===== src/rtl/smi_frame_ctrl_if.sv =====
// Bundle between the SMI byte stream and the framebuffer write / bank-swap controller.
// Latency: none; this is wiring only.
// Backpressure: none; the host pushes bytes and the controller has no ready signal.
//
// Ports: rx_valid/rx_data (SMI write strobe and byte) and swap_ack (display side)
// flow into the controller. fb_we/fb_addr/fb_wdata/fb_bank (framebuffer write port),
// swap_req (bank-swap request), tx_data (status byte for Pi reads) and busy flow out.
interface smi_frame_ctrl_if #(
  parameter int ADDR_WIDTH = 12
);
  logic                  rx_valid;
  logic [7:0]            rx_data;
  logic                  swap_ack;
  logic                  fb_we;
  logic [ADDR_WIDTH-1:0] fb_addr;
  logic [7:0]            fb_wdata;
  logic                  fb_bank;
  logic                  swap_req;
  logic [7:0]            tx_data;
  logic                  busy;

  // Controller side.
  modport slave (
    input  rx_valid, rx_data, swap_ack,
    output fb_we, fb_addr, fb_wdata, fb_bank, swap_req, tx_data, busy
  );

  // Host / display side.
  modport master (
    output rx_valid, rx_data, swap_ack,
    input  fb_we, fb_addr, fb_wdata, fb_bank, swap_req, tx_data, busy
  );
endinterface


===== src/rtl/smi_frame_ctrl.sv =====
// Parses SMI command bytes into framebuffer writes, bank-swap requests and status reads.
// Latency: one clk from a data byte's rx_valid to its fb_we; one data byte per clk sustained.
// Backpressure: none; bytes arriving during a pending bank swap are dropped and flagged as overrun.
//
// Ports: clk, reset (async active-low, release retimed to clk), and bus (slave modport):
//   rx_valid/rx_data  byte stream from the Pi      swap_ack  display has taken the new bank
//   fb_we/fb_addr/fb_wdata/fb_bank  framebuffer write port
//   swap_req  level request to swap banks        tx_data  status byte    busy  packet/swap active
// Packet format: 0x01 ADDR_HI ADDR_LO LEN_HI LEN_LO followed by LEN data bytes.
// ADDR_WIDTH is expected to be at most 16.
module smi_frame_ctrl #(
  parameter int ADDR_WIDTH = 12,
  parameter int TIMEOUT    = 1024
) (
  input  logic            clk,
  input  logic            reset,
  smi_frame_ctrl_if.slave bus
);

  typedef enum logic [2:0] {
    IDLE, ADDR_HI, ADDR_LO, LEN_HI, LEN_LO, DATA, SWAP_WAIT
  } state_t;

  localparam logic [7:0]  CMD_NOP    = 8'h00;
  localparam logic [7:0]  CMD_WRITE  = 8'h01;
  localparam logic [7:0]  CMD_SWAP   = 8'h02;
  localparam logic [7:0]  CMD_STATUS = 8'h03;
  localparam logic [15:0] IDLE_LAST  = 16'(TIMEOUT - 1);

  state_t                state, state_nxt;
  logic                  run_en;
  logic                  rx_fire, ack_fire;
  logic                  idle_counting, timeout_hit;
  logic                  status_rd, cmd_bad;
  logic [7:0]            hi_byte;
  logic [15:0]           hdr_word;
  logic [ADDR_WIDTH-1:0] addr;
  logic [15:0]           byte_cnt;
  logic [15:0]           idle_cnt;
  logic                  err_timeout, err_cmd, overrun;
  logic                  fb_we_q, fb_bank_q;
  logic [ADDR_WIDTH-1:0] fb_addr_q;
  logic [7:0]            fb_wdata_q, tx_data_q;
  logic                  busy_o, swap_req_o;

  // Reset assertion acts at once; release is retimed through one flop, so the
  // first edge after release only arms run_en and bytes count from the second.
  always_ff @(posedge clk or negedge reset) begin
    if (!reset) run_en <= 1'b0;
    else        run_en <= 1'b1;
  end

  assign rx_fire       = bus.rx_valid & run_en;
  assign ack_fire      = bus.swap_ack & run_en;
  assign hdr_word      = {hi_byte, bus.rx_data};
  // The watchdog only runs while a packet is open; a pending swap waits indefinitely.
  assign idle_counting = (state != IDLE) && (state != SWAP_WAIT);
  assign timeout_hit   = idle_counting && !rx_fire && (idle_cnt == IDLE_LAST);
  assign status_rd     = (state == IDLE) && rx_fire && (bus.rx_data == CMD_STATUS);
  assign cmd_bad       = (state == IDLE) && rx_fire && (bus.rx_data > CMD_STATUS);

  // State register.
  always_ff @(posedge clk or negedge reset) begin
    if (!reset) state <= IDLE;
    else        state <= state_nxt;
  end

  // Next-state logic.
  always_comb begin
    state_nxt = state;
    case (state)
      IDLE: begin
        if (rx_fire) begin
          case (bus.rx_data)
            CMD_WRITE: state_nxt = ADDR_HI;
            CMD_SWAP:  state_nxt = SWAP_WAIT;
            default:   state_nxt = IDLE;
          endcase
        end
      end
      ADDR_HI:   if (rx_fire) state_nxt = ADDR_LO;
      ADDR_LO:   if (rx_fire) state_nxt = LEN_HI;
      LEN_HI:    if (rx_fire) state_nxt = LEN_LO;
      LEN_LO:    if (rx_fire) state_nxt = (hdr_word == 16'd0) ? IDLE : DATA;
      DATA:      if (rx_fire && byte_cnt == 16'd1) state_nxt = IDLE;
      SWAP_WAIT: if (ack_fire) state_nxt = IDLE;
      default:   state_nxt = IDLE;
    endcase
    if (timeout_hit) state_nxt = IDLE;
  end

  // State-decoded outputs.
  always_comb begin
    busy_o     = (state != IDLE);
    swap_req_o = (state == SWAP_WAIT);
  end

  // Datapath: header capture, write port, watchdog, sticky flags, status byte.
  always_ff @(posedge clk or negedge reset) begin
    if (!reset) begin
      hi_byte     <= 8'h00;
      addr        <= '0;
      byte_cnt    <= 16'd0;
      idle_cnt    <= 16'd0;
      fb_we_q     <= 1'b0;
      fb_addr_q   <= '0;
      fb_wdata_q  <= 8'h00;
      fb_bank_q   <= 1'b0;
      tx_data_q   <= 8'h00;
      err_timeout <= 1'b0;
      err_cmd     <= 1'b0;
      overrun     <= 1'b0;
    end else begin
      fb_we_q <= 1'b0;

      if (rx_fire)                        idle_cnt <= 16'd0;
      else if (idle_counting && !timeout_hit) idle_cnt <= idle_cnt + 16'd1;
      else                                idle_cnt <= 16'd0;

      case (state)
        ADDR_HI, LEN_HI: if (rx_fire) hi_byte <= bus.rx_data;
        // Address bits above ADDR_WIDTH are simply dropped.
        ADDR_LO: if (rx_fire) addr <= hdr_word[ADDR_WIDTH-1:0];
        LEN_LO:  if (rx_fire) byte_cnt <= hdr_word;
        DATA: begin
          if (rx_fire) begin
            fb_we_q    <= 1'b1;
            fb_addr_q  <= addr;
            fb_wdata_q <= bus.rx_data;
            addr       <= addr + 1'b1;   // wraps modulo 2^ADDR_WIDTH
            byte_cnt   <= byte_cnt - 16'd1;
          end
        end
        SWAP_WAIT: if (ack_fire) fb_bank_q <= ~fb_bank_q;
        default: ;
      endcase

      // A status read clears the flags it reports; a flag raised on that same
      // edge survives for the next read.
      err_timeout <= (err_timeout & ~status_rd) | timeout_hit;
      err_cmd     <= (err_cmd & ~status_rd) | cmd_bad;
      overrun     <= (overrun & ~status_rd) | ((state == SWAP_WAIT) && rx_fire);

      if (status_rd)
        tx_data_q <= {err_timeout, err_cmd, overrun, busy_o, 3'b000, fb_bank_q};
    end
  end

  assign bus.fb_we    = fb_we_q;
  assign bus.fb_addr  = fb_addr_q;
  assign bus.fb_wdata = fb_wdata_q;
  assign bus.fb_bank  = fb_bank_q;
  assign bus.swap_req = swap_req_o;
  assign bus.tx_data  = tx_data_q;
  assign bus.busy     = busy_o;

  // CMD_NOP is listed for readability of the command set; it needs no action.
  logic nop_seen;
  assign nop_seen = (bus.rx_data == CMD_NOP);
  logic unused_ok;
  assign unused_ok = nop_seen;

endmodule


===== src/flat_wrapper.sv =====
// flat-port wrapper written by rule: the top's interface ports become plain ports
module smi_frame_ctrl_flat 
#(
  parameter int ADDR_WIDTH = 12,
  parameter int TIMEOUT    = 1024
)
  (clk, reset, bus_rx_valid, bus_rx_data, bus_swap_ack, bus_fb_we, bus_fb_addr, bus_fb_wdata, bus_fb_bank, bus_swap_req, bus_tx_data, bus_busy);
  smi_frame_ctrl_if #(.ADDR_WIDTH(ADDR_WIDTH)) bus_i ();
  input  logic clk;
  input  logic reset;
  input wire logic [$bits(bus_i.rx_valid)-1:0] bus_rx_valid;
  input wire logic [$bits(bus_i.rx_data)-1:0] bus_rx_data;
  input wire logic [$bits(bus_i.swap_ack)-1:0] bus_swap_ack;
  output wire logic [$bits(bus_i.fb_we)-1:0] bus_fb_we;
  output wire logic [$bits(bus_i.fb_addr)-1:0] bus_fb_addr;
  output wire logic [$bits(bus_i.fb_wdata)-1:0] bus_fb_wdata;
  output wire logic [$bits(bus_i.fb_bank)-1:0] bus_fb_bank;
  output wire logic [$bits(bus_i.swap_req)-1:0] bus_swap_req;
  output wire logic [$bits(bus_i.tx_data)-1:0] bus_tx_data;
  output wire logic [$bits(bus_i.busy)-1:0] bus_busy;
  assign bus_i.rx_valid = bus_rx_valid;
  assign bus_i.rx_data = bus_rx_data;
  assign bus_i.swap_ack = bus_swap_ack;
  assign bus_fb_we = bus_i.fb_we;
  assign bus_fb_addr = bus_i.fb_addr;
  assign bus_fb_wdata = bus_i.fb_wdata;
  assign bus_fb_bank = bus_i.fb_bank;
  assign bus_swap_req = bus_i.swap_req;
  assign bus_tx_data = bus_i.tx_data;
  assign bus_busy = bus_i.busy;
  smi_frame_ctrl #(.ADDR_WIDTH(ADDR_WIDTH), .TIMEOUT(TIMEOUT)) u_core (.clk(clk), .reset(reset), .bus(bus_i));
endmodule

===== config.mk =====
export PLATFORM = sky130hd
export DESIGN_NAME = smi_frame_ctrl_flat
export DESIGN_NICKNAME = d
export VERILOG_FILES = /design/src/rtl/smi_frame_ctrl_if.sv /design/src/rtl/smi_frame_ctrl.sv /design/src/flat_wrapper.sv
export SDC_FILE = /design/constraint.sdc
export NUM_CORES = 1
export LEC_CHECK = 0
export BUFFER_PORTS_ARGS = -buffer_cell sky130_fd_sc_hd__buf_2
export CORE_ASPECT_RATIO = 1.25
export CORE_MARGIN = 2
export CORE_UTILIZATION = 63
export CTS_BUF_LIST = sky130_fd_sc_hd__clkbuf_4 sky130_fd_sc_hd__clkbuf_8 sky130_fd_sc_hd__clkbuf_16
export DETAILED_ROUTE_END_ITERATION = 10
export PLACE_DENSITY = 0.93
export SYNTH_ARGS = -nofsm -noshare
export SYNTH_HDL_FRONTEND = slang
export SYNTH_SLANG_ARGS = --single-unit

===== constraint.sdc =====
create_clock -name clk -period 6 [get_ports clk]
set_input_delay 0.9 -clock clk [delete_from_list [all_inputs] [get_ports clk]]
set_output_delay 0.9 -clock clk [all_outputs]
set_load 0.02 [all_outputs]

==> reports/results.ini <==
[global_route]
grt_first_pass_wirelength_mm = 16.5
grt_antenna_before_repair = 0
grt_max_degree = 87
grt_pass1_vias = 3534
overflow = 0
grtUsageTotal_pct = 28.2

[timing]
max_freq_ghz = 0.370
worstMarginPinSlew_ps = 1120
worst_slack_ps = 3290
max_slew_margin_pct = 25.4
fin_crit_ps = 2710
skew_ps = 11.0
finalSetupViolations = 0
rsz0062_at_grt = no
whs_ps = 485
drv_slew = 0
setup_tns_ps = 0
period_share_pct = 45.1
finalHoldViolations = 0

[finish]
multi_input_area_um2 = 1950
regArea_um2 = 2150
mostFrequentLayoutCells = dfrtp_1 (86), nor2_1 (52), buf_2 (39), a21oi_1 (32), mux2_2 (31)
drive_gt1_share_pct = 20.3
post_layout_nonfiller_instances = 554
layout_commonest_cell = dfrtp_1
fillCellCount = 474
nNetsFinal = 478
syn_to_final_growth_pct = 9.60
diodes = 0
fin_util_pct = 71.4

[cts]
path_clk_slew_ps = 90
clock_path_buffers = 2
clock_latency_ps = 370
h-tree-depth = 3
cts_resized = 0
clkSinkCount = 86
cts-root-buf = clkbuf_8
post_cts_buffers = 0
cts-buffers-inserted = 9
cts_hold_buf = 0
cts_tree = built

[route]
drt_iter0_drc = 353
totalWireLength_mm = 9.99
num_vias = 3617
wl_per_cell_um = 18.0
via_per_inst = 6.53
ant_nets = 0
dr.pass1.iters = 5
drc = 0

[critical_path]
path_class = reg -> reg
crit_fanout = 33
worstSetupStartpoint = u_core.state[0]
worst_setup_path_end_kind = register
start_kind = register
r2r-start = u_core.state[0]
crit_required_ps = 6250
cp.arrival_ps = 2960

[yosys]
synth-simple-area-share_pct = 17.9
synth_xor_area_share_pct = 3.26
synth_compound_area_share_pct = 14.4
synth_top_flop_cell = dfrtp_1
yosys.area.top_type = dfrtp_1
synth_top_family_by_area = simple AND/OR/NAND/NOR gates
ys_seq_area_share_pct = 50.0
synth-seq-cells = 86
syn-cell-area_um2 = 4300
synth.top_cell.area_share_pct = 50.0
avgSynthCellArea_um2 = 9.94
synthAdderAreaFrac_pct = 1.16
yosys_warnings = 0
synth-edff-count = 0
postSynth.asyncResetShare_pct = 100
syn_inst = 433
synth_cell_type_count = 54
synth.area.mux_share_pct = 8.11
synth_area_leaders = dfrtp_1 (50%), mux2_2 (8.1%), nor2_1 (4.6%)

[floorplan]
initial_core_util_pct = 65.1
core.rowCount = 33
io_pins = 44
dieArea_um2 = 7510
fp.dieW_um = 77.9
die_y_um = 96.4
core-area_um2 = 6610

[min_path]
hp-start = u_core.bus.tx_data[4]
hold_path_class = reg -> reg

[job]
drv_cap = 0

[power_and_ir_drop]
power.density_nw_per_um2 = 427
power.leakage_nw = 2.19
ir_drop_v = 0.000246

[place]
place_congestion = 0.907
pre_cts_ws_ps = 3190
hpwl_mm = 6.59
dp_cells = 538
numPortBuffers = 40

[outcome]
status = finished clean

final cells by class:
class	count	share of cell area, %
Sequential cell	86	45.6
Multi-Input combinational cell	311	41.3
Timing Repair Buffer	42	4.62
Clock buffer	12	3.50
Tap cell	87	2.31
Clock inverter	4	1.64
Inverter	12	0.955
worst paths after layout:
path                                               to  slack (ps)  cells after the start
worst max-delay path            u_core.bus.fb_addr[3]        3290                      4
worst min-delay path            u_core.bus.tx_data[4]         480                      1
worst max register to register  u_core.bus.fb_addr[3]        3290                      4
worst min register to register  u_core.bus.tx_data[4]         480                      1
max in group asynchronous           u_core.hi_byte[1]        4620                      1
min in group asynchronous          u_core.idle_cnt[6]         700                      1
stage by stage:
stage / cell area, µm² / total power (W)
2_1_floorplan: 4310 / 0.00137
3_3_place_gp: 4470 / 0.00148
3_5_place_dp: 4470 / 0.00153
4_1_cts: 4720 / 0.00200
5_1_grt: 4720 / 0.00213
6_report: 4720 / 0.00201
cells in the mapped netlist, types with 2 or more instances:
cell type	number
a21oi_1	32
a221oi_1	2
a22o_1	2
a2bb2oi_1	5
a31oi_1	4
a41oi_1	2
and2_1	3
and3_1	7
and3b_1	2
buf_2	2
buf_4	3
buf_6	2
clkbuf_1	15
clkbuf_8	4
conb_1	2
dfrtp_1	86
ha_1	4
inv_1	12
mux2_2	31
nand2_1	28
nand3_1	20
nand3b_1	2
nand4_1	10
nand4b_1	2
nor2_1	53
nor3_1	13
nor4_1	8
nor4b_1	2
o21a_1	3
o21ai_0	24
o22a_1	2
o22ai_1	9
o31a_1	2
xnor2_1	7
xor2_1	9
worst max-delay path: stages (launching register included):
cell	delay, ps
dfrtp_1	800
nand3b_1	190
buf_4	290
nor2_2	870
mux2_2	430
per-layer routing:
layer,vias to the layer above,global-route usage [%],part of all wire (%)
met5,-,0,0
met2,165,48.5,51
met4,0,17.8,4.6
met3,49,3.53,5.0
li1,1613,-,-
met1,1790,34.0,40
report_power, final:
group | switching (W) | internal, W | leakage, nW
clock | 0.000208 | 0.000270 | 0.123
sequential | 0.000209 | 0.000743 | 1.11
combinational | 0.000336 | 0.000245 | 0.961
total | 0.000754 | 0.00126 | 2.19
flip-flops by register name (all words and copies together) (netlist names), 3 cells and up:
register / flops
u_core.bus.tx_data: 5
u_core.state: 3
u_core.bus.fb_wdata: 8
u_core.byte_cnt: 16
u_core.bus.fb_addr: 12
u_core.hi_byte: 8
u_core.addr: 12
u_core.idle_cnt: 16
kinds of logic (layout without fill, tap and decap cells):
group | Yosys count | count (layout)
fa+ha+maj | 4 | 4
compound gates | 99 | 99
flops | 86 | 86
xor+xnor | 16 | 16
simple gates | 157 | 157
buf+inv | 38 | 70
mux | 31 | 31
other cells | 2 | 4
Note: power is estimated with default switching activity, not from simulation.
